### config.mk
export PLATFORM = sky130hd
export DESIGN_NAME = inv_kin_harness_flat
export DESIGN_NICKNAME = d
export VERILOG_FILES = /design/src/rtl/inv_kin_harness_if.sv /design/src/rtl/inv_kin_harness.sv /design/src/flat_wrapper.sv
export SDC_FILE = /design/constraint.sdc
export NUM_CORES = 2
export LEC_CHECK = 0
export CORE_MARGIN = 2
export CORE_UTILIZATION = 55
export CTS_CLUSTER_DIAMETER = 60
export DETAILED_ROUTE_END_ITERATION = 8
export GPL_TIMING_DRIVEN = 0
export PLACE_DENSITY_LB_ADDON = 0.12
export SLEW_MARGIN = 40
export SYNTH_ARGS = -nofsm -noshare
export SYNTH_HDL_FRONTEND = slang
export SYNTH_SLANG_ARGS = --single-unit
### constraint.sdc
create_clock -name clock -period 158.3 [get_ports clock]
set_input_delay 23.745 -clock clock [delete_from_list [all_inputs] [get_ports clock]]
set_output_delay 23.745 -clock clock [all_outputs]
set_load 0.005 [all_outputs]
### src/rtl/inv_kin_harness_if.sv
// Output record stream of the inverse-kinematics harness.
// The master (harness) presents the head record of its FIFO with out_valid.
// The slave (consumer) accepts that record by raising out_ready.
//   out_valid              : a head record is present
//   out_ready              : consumer accepts the head record this cycle
//   out_x/out_y            : operands that were applied to the kernel
//   out_theta1/out_theta2  : kernel results sampled for those operands
interface inv_kin_harness_if #(
  parameter int BIT_WIDTH = 32
);
  logic                 out_valid;
  logic                 out_ready;
  logic [BIT_WIDTH-1:0] out_x;
  logic [BIT_WIDTH-1:0] out_y;
  logic [BIT_WIDTH-1:0] out_theta1;
  logic [BIT_WIDTH-1:0] out_theta2;

  modport master (
    output out_valid, out_x, out_y, out_theta1, out_theta2,
    input  out_ready
  );

  modport slave (
    input  out_valid, out_x, out_y, out_theta1, out_theta2,
    output out_ready
  );
endinterface

### src/rtl/inv_kin_harness.sv
// Stimulus-and-capture harness for the inv_kin kernel.
// Each run generates NUM_VECTORS operand pairs, either from a Galois LFSR or
// from a sweep of x. Each pair is held on dut_x/dut_y for SETTLE_CYCLES, then
// the results are captured into a first-word-fall-through FIFO as
// {x, y, theta1, theta2} records.
// Ports:
//   clock, rst             : rising-edge clock, async active-high reset
//   start, mode            : begin a run (0 = LFSR random, 1 = sweep)
//   busy, done             : run in progress / run finished
//   vector_count           : records captured in the current run
//   dut_x, dut_y           : registered operands to the kernel
//   dut_theta1, dut_theta2 : kernel results
//   rec                    : output record stream (master side)
module inv_kin_harness #(
  parameter int          BIT_WIDTH     = 32,
  parameter int          FRACTIONS     = 15,
  parameter int          NUM_VECTORS   = 1000,
  parameter int          SETTLE_CYCLES = 500,
  parameter logic [31:0] SEED          = 32'd7,
  parameter logic [31:0] SWEEP_Y       = 32'h0000_8000,
  parameter int          FIFO_DEPTH    = 16
) (
  input  logic                 clock,
  input  logic                 rst,
  input  logic                 start,
  input  logic                 mode,
  output logic                 busy,
  output logic                 done,
  output logic [31:0]          vector_count,
  output logic [BIT_WIDTH-1:0] dut_x,
  output logic [BIT_WIDTH-1:0] dut_y,
  input  logic [BIT_WIDTH-1:0] dut_theta1,
  input  logic [BIT_WIDTH-1:0] dut_theta2,
  inv_kin_harness_if.master    rec
);
  localparam int          AW       = $clog2(FIFO_DEPTH);
  localparam logic [31:0] SEED_EFF = (SEED == 32'd0) ? 32'd1 : SEED;

  typedef enum logic [2:0] {IDLE, LOAD, SETTLE, CAPTURE, DONE} state_t;

  typedef struct packed {
    logic [BIT_WIDTH-1:0] x;
    logic [BIT_WIDTH-1:0] y;
    logic [BIT_WIDTH-1:0] theta1;
    logic [BIT_WIDTH-1:0] theta2;
  } rec_t;

  function automatic logic [31:0] lfsr_step(input logic [31:0] s);
    return s[0] ? ((s >> 1) ^ 32'h8020_0003) : (s >> 1);
  endfunction

  state_t        state, state_nx;
  logic [31:0]   lfsr, sweep_idx, settle_cnt;
  logic          mode_q;
  logic [31:0]   s1, s2, sweep_sh;
  logic          push, pop, last;

  rec_t          mem [FIFO_DEPTH];
  logic [AW-1:0] wr_ptr, rd_ptr;
  logic [AW:0]   fcount;
  rec_t          head;

  assign s1       = lfsr_step(lfsr);
  assign s2       = lfsr_step(s1);
  assign sweep_sh = sweep_idx << FRACTIONS;

  // A full FIFO still accepts a record when the head leaves in the same cycle.
  assign pop  = rec.out_valid && rec.out_ready;
  assign push = (state == CAPTURE) && ((fcount != (AW+1)'(FIFO_DEPTH)) || pop);
  assign last = (vector_count + 32'd1) == 32'(NUM_VECTORS);

  always_ff @(posedge clock or posedge rst) begin
    if (rst) state <= IDLE;
    else     state <= state_nx;
  end

  always_comb begin
    state_nx = state;
    busy     = 1'b0;
    done     = 1'b0;
    case (state)
      IDLE:    if (start) state_nx = LOAD;
      LOAD:    begin busy = 1'b1; state_nx = SETTLE; end
      SETTLE:  begin busy = 1'b1; if (settle_cnt == 32'd0) state_nx = CAPTURE; end
      CAPTURE: begin
        busy = 1'b1;
        if (push) state_nx = last ? DONE : LOAD;
      end
      DONE:    begin done = 1'b1; if (start) state_nx = LOAD; end
      default: state_nx = IDLE;
    endcase
  end

  always_ff @(posedge clock or posedge rst) begin
    if (rst) begin
      lfsr         <= SEED_EFF;
      sweep_idx    <= '0;
      mode_q       <= 1'b0;
      vector_count <= '0;
      settle_cnt   <= '0;
      dut_x        <= '0;
      dut_y        <= '0;
    end else begin
      case (state)
        IDLE, DONE: if (start) begin
          vector_count <= '0;
          sweep_idx    <= '0;
          mode_q       <= mode;
        end
        LOAD: begin
          if (mode_q) begin
            dut_x <= sweep_sh[BIT_WIDTH-1:0];
            dut_y <= SWEEP_Y[BIT_WIDTH-1:0];
          end else begin
            // LFSR advances two steps per vector: one for x, one for y.
            lfsr  <= s2;
            dut_x <= s1[BIT_WIDTH-1:0];
            dut_y <= s2[BIT_WIDTH-1:0];
          end
          settle_cnt <= 32'(SETTLE_CYCLES - 1);
        end
        SETTLE: if (settle_cnt != 32'd0) settle_cnt <= settle_cnt - 32'd1;
        CAPTURE: if (push) begin
          vector_count <= vector_count + 32'd1;
          sweep_idx    <= sweep_idx + 32'd1;
        end
        default: ;
      endcase
    end
  end

  always_ff @(posedge clock or posedge rst) begin
    if (rst) begin
      wr_ptr <= '0;
      rd_ptr <= '0;
      fcount <= '0;
      for (int i = 0; i < FIFO_DEPTH; i++) mem[i] <= '0;
    end else begin
      if (push) begin
        mem[wr_ptr] <= '{x: dut_x, y: dut_y, theta1: dut_theta1, theta2: dut_theta2};
        wr_ptr      <= wr_ptr + 1'b1;
      end
      if (pop) rd_ptr <= rd_ptr + 1'b1;
      case ({push, pop})
        2'b10:   fcount <= fcount + 1'b1;
        2'b01:   fcount <= fcount - 1'b1;
        default: fcount <= fcount;
      endcase
    end
  end

  // Head is forced to zero while empty so stale entries never show.
  assign head           = mem[rd_ptr];
  assign rec.out_valid  = (fcount != '0);
  assign rec.out_x      = rec.out_valid ? head.x      : '0;
  assign rec.out_y      = rec.out_valid ? head.y      : '0;
  assign rec.out_theta1 = rec.out_valid ? head.theta1 : '0;
  assign rec.out_theta2 = rec.out_valid ? head.theta2 : '0;
endmodule
### src/flat_wrapper.sv
// flat-port wrapper written by rule: the top's interface ports become plain ports
module inv_kin_harness_flat 
#(
  parameter int          BIT_WIDTH     = 32,
  parameter int          FRACTIONS     = 15,
  parameter int          NUM_VECTORS   = 1000,
  parameter int          SETTLE_CYCLES = 500,
  parameter logic [31:0] SEED          = 32'd7,
  parameter logic [31:0] SWEEP_Y       = 32'h0000_8000,
  parameter int          FIFO_DEPTH    = 16
)
  (clock, rst, start, mode, busy, done, vector_count, dut_x, dut_y, dut_theta1, dut_theta2, rec_out_valid, rec_out_x, rec_out_y, rec_out_theta1, rec_out_theta2, rec_out_ready);
  inv_kin_harness_if #(.BIT_WIDTH(BIT_WIDTH)) rec_i ();
  input  logic clock;
  input  logic rst;
  input  logic start;
  input  logic mode;
  output logic busy;
  output logic done;
  output logic [31:0] vector_count;
  output logic [BIT_WIDTH-1:0] dut_x;
  output logic [BIT_WIDTH-1:0] dut_y;
  input  logic [BIT_WIDTH-1:0] dut_theta1;
  input  logic [BIT_WIDTH-1:0] dut_theta2;
  output wire logic [$bits(rec_i.out_valid)-1:0] rec_out_valid;
  output wire logic [$bits(rec_i.out_x)-1:0] rec_out_x;
  output wire logic [$bits(rec_i.out_y)-1:0] rec_out_y;
  output wire logic [$bits(rec_i.out_theta1)-1:0] rec_out_theta1;
  output wire logic [$bits(rec_i.out_theta2)-1:0] rec_out_theta2;
  input wire logic [$bits(rec_i.out_ready)-1:0] rec_out_ready;
  assign rec_out_valid = rec_i.out_valid;
  assign rec_out_x = rec_i.out_x;
  assign rec_out_y = rec_i.out_y;
  assign rec_out_theta1 = rec_i.out_theta1;
  assign rec_out_theta2 = rec_i.out_theta2;
  assign rec_i.out_ready = rec_out_ready;
  inv_kin_harness #(.BIT_WIDTH(BIT_WIDTH), .FRACTIONS(FRACTIONS), .NUM_VECTORS(NUM_VECTORS), .SETTLE_CYCLES(SETTLE_CYCLES), .SEED(SEED), .SWEEP_Y(SWEEP_Y), .FIFO_DEPTH(FIFO_DEPTH)) u_core (.clock(clock), .rst(rst), .start(start), .mode(mode), .busy(busy), .done(done), .vector_count(vector_count), .dut_x(dut_x), .dut_y(dut_y), .dut_theta1(dut_theta1), .dut_theta2(dut_theta2), .rec(rec_i));
endmodule
==> reports/metrics.csv <==
stage,metric,value,unit
timing,Setup Viol. Count Final,0,
timing,post-layout min period,28.90,ns
clocking,Skew-Pair Late Insertion Delay,0.84,ns
timing,Hold Slack,0.479,ns
clocking,maximum clock path buffer count,3,
synth,Unique masters post-synth,59,
critical_path,FF-to-FF path depth,7,
timing,Max Fclk,34.6,MHz
hold_path,Hold Path Class,flop to flop,
status,outcome,finished clean,
timing,Final Max Slew Viols,0,
detailed_routing,Routed WL,251000,um
grt,first-pass GRT wire length,380000,um
detailed_routing,DR WL/cell,28.8,um
clocking,Post-CTS Setup Bufs,0,
critical_path,Setup CP Type,flop to output port,
grt,largest net degree at the start of global routing,82,
synth,top-count cell post-synth,dfrtp_1,
synth,sequential area share after synthesis,55.4,%
floorplan,Starting Density,55.4,%
synth,cell area after synthesis,0.0913,mm^2
critical_path,crit path max fanout,10,
job,Max-cap violations,0,
synth,Syn Area/Cell,15.7,um^2
finish,Util after Layout,64.0,%
critical_path,Worst Setup End Kind,output port,
grt,initial antenna violation count,16,
finish,fraction of final layout cells sized beyond drive strength 1,47.4,%
synth,Yosys top cell area share,55.3,%
critical_path,crit path DAT,5.15,ns
synth,Post-synth top cells,"dfrtp_1, mux2_2, mux4_2",
floorplan,io pins,296,
detailed_routing,DRT Pass-1 Iters,5,
synth,ys flop type,dfrtp_1,
critical_path,RR Endpoint,u_core.mem[500],
detailed_routing,Antenna Nets Post-Route,0,
clocking,CTS HTree Levels,4,
detailed_routing,via count,53900,
clocking,CTS tree,built,
detailed_routing,via/cell ratio,6.16,
synth,Yosys reg bits,2021,
clocking,Num CTS Buffers,212,
grt,number of global-route vias before repair,57100,
floorplan,die width,411,um
synth,Syn Inst Count,5826,
synth,Yosys top cell by area,dfrtp_1,
critical_path,crit path capture,rec_out_theta2[0],
synth,number of synthesized flops with an enable pin,0,
critical_path,critical path data required time,134.55,ns
grt,global route overflow,0,
timing,clock skew,0.0271,ns
finish,Synth-to-Final Area Change,15.6,%
placement,RePlAce Congestion,0.826,
critical_path,Critical Path Start,u_core.rd_ptr[0],
synth,synth top area cells,"dfrtp_1, mux2_2, mux4_2",
timing,Final Hold Violating Endpoints,0,
placement,pre-CTS WS,130.25,ns
power_and_ir_drop,PwrDens,16.2,mW/mm^2
synth,async set or reset register ratio after synthesis,100,%
power_and_ir_drop,VDD IR-drop max,0.0125,mV
timing,Slew headroom,35.9,%
clocking,post-CTS sizing,0,
detailed_routing,Iteration-0 DRC Markers,4149,
power_and_ir_drop,Lkg Pwr,49.2,nW
clocking,clock root cell,clkbuf_16,
placement,Cells after DPL,8351,
floorplan,Core Area,0.165,mm^2
clocking,clk sinks,2021,
grt,total track usage,30.3,%
timing,period utilization,18.3,%
finish,Nets,6459,
synth,Post-Syn Nets,5908,
detailed_routing,DRC Markers,0,
timing,RSZ-0062 raised after global routing,false,
floorplan,Std-Cell Rows,149,
clocking,hold_buf cts,0,
placement,hpwl dp,174000,um
finish,final non-filler cell total,8746,
critical_path,r2r startpoint,u_core.state[2],
clocking,clk slew on worst S/H paths,0.06,ns
critical_path,type of origin of the critical path,flop,
critical_path,worst reg2reg setup slack,153.90,ns
timing,Setup TNS,0,ns
floorplan,die height,411,um
timing,slack of the critical path,129.40,ns
floorplan,Die ar.,0.169,mm^2
placement,port buffer count,295,
timing,Worst-Margin Slew,0.962,ns
synth,Ys Warns,0,
## sequential cells by signal, indices dropped and copies added (netlist names), 5 cells and up
register / cells
u_core.vector_count: 32
u_core.fcount: 5
u_core.lfsr: 32
u_core.settle_cnt: 32
u_core.sweep_idx: 17
u_core.mem: 1840
u_core.dut_x: 20
u_core.dut_y: 31
## area by class of cell
cell class / count / area [um^2]
Buffer: 526 / 2390
Inverter: 19 / 78.8
Fill cell: 12000 / 59300
Sequential cell: 2021 / 50600
Timing Repair Buffer: 337 / 3980
Antenna cell: 4 / 10.0
Tap cell: 2189 / 2740
Clock buffer: 324 / 6400
Clock inverter: 66 / 820
Multi-Input combinational cell: 3260 / 38500
## metrics by stage
stage | power, mW | instance area [um^2]
finish | 1.71 | 106000
global route | 1.78 | 106000
CTS | 1.72 | 106000
detailed placement | 1.20 | 98300
global placement | 1.19 | 97000
floorplan | 1.01 | 91300
## layer usage
metal / GRT usage, % / part of all wire [%] / vias to the layer above
li1: - / - / 22600
met1: 42.1 / 42 / 29300
met2: 47.9 / 48 / 1528
met3: 5.92 / 5.9 / 450
met4: 11.5 / 4.0 / 12
met5: 0 / 0.027 / -
## critical path, stage by stage (launching register included)
cell and delay (ns):
dfrtp_1 0.34, clkbuf_1 0.13, buf_2 0.43, buf_2 0.49, clkbuf_2 0.53, clkbuf_1 0.72
mux4_2 0.42, mux4_2 0.49, and2_1 0.25, clkdlybuf4s50_1 0.47
## power by group
group	switching, mW	internal (mW)
logic	0.257	0.264
clock network	0.210	0.304
registers	0.0522	0.619
total	0.520	1.19
## how the worst min path moves through the flow
stage | start | to | slack (ns) | depth (start not counted)
finish | u_core.lfsr[2] | u_core.lfsr[2] | 0.48 | 2
global route | u_core.lfsr[11] | u_core.lfsr[11] | 0.51 | 2
floorplan | u_core.lfsr[15] | u_core.lfsr[15] | 0.45 | 2
CTS | u_core.lfsr[2] | u_core.lfsr[2] | 0.48 | 2
global placement | u_core.lfsr[7] | u_core.lfsr[7] | 0.46 | 2
detailed placement | u_core.lfsr[13] | u_core.lfsr[13] | 0.46 | 2
## cell usage in the layout, fill, tap and decap left out, types with 35 or more instances in the layout
| cell | n |
|---|---|
| o21ai_0 | 79 |
| buf_2 | 117 |
| nand2_1 | 243 |
| and2_1 | 123 |
| clkbuf_2 | 125 |
| mux4_2 | 575 |
| clkinv_2 | 35 |
| clkdlybuf4s50_1 | 295 |
| nor2_1 | 77 |
| clkbuf_16 | 216 |
| dfrtp_1 | 2018 |
| clkbuf_1 | 302 |
| clkbuf_8 | 59 |
| mux2_2 | 1841 |
## cells by family after synthesis
kind of cell	count (synthesis)	share of synthesized area [%]
fa+ha+maj	13	0.186
xor+xnor	64	0.614
simple gates	602	3.24
flops	2021	55.4
compound gates	143	0.917
mux	2438	37.1
buf+inv	545	2.49
No activity file was read; power rests on OpenSTA's default activity.
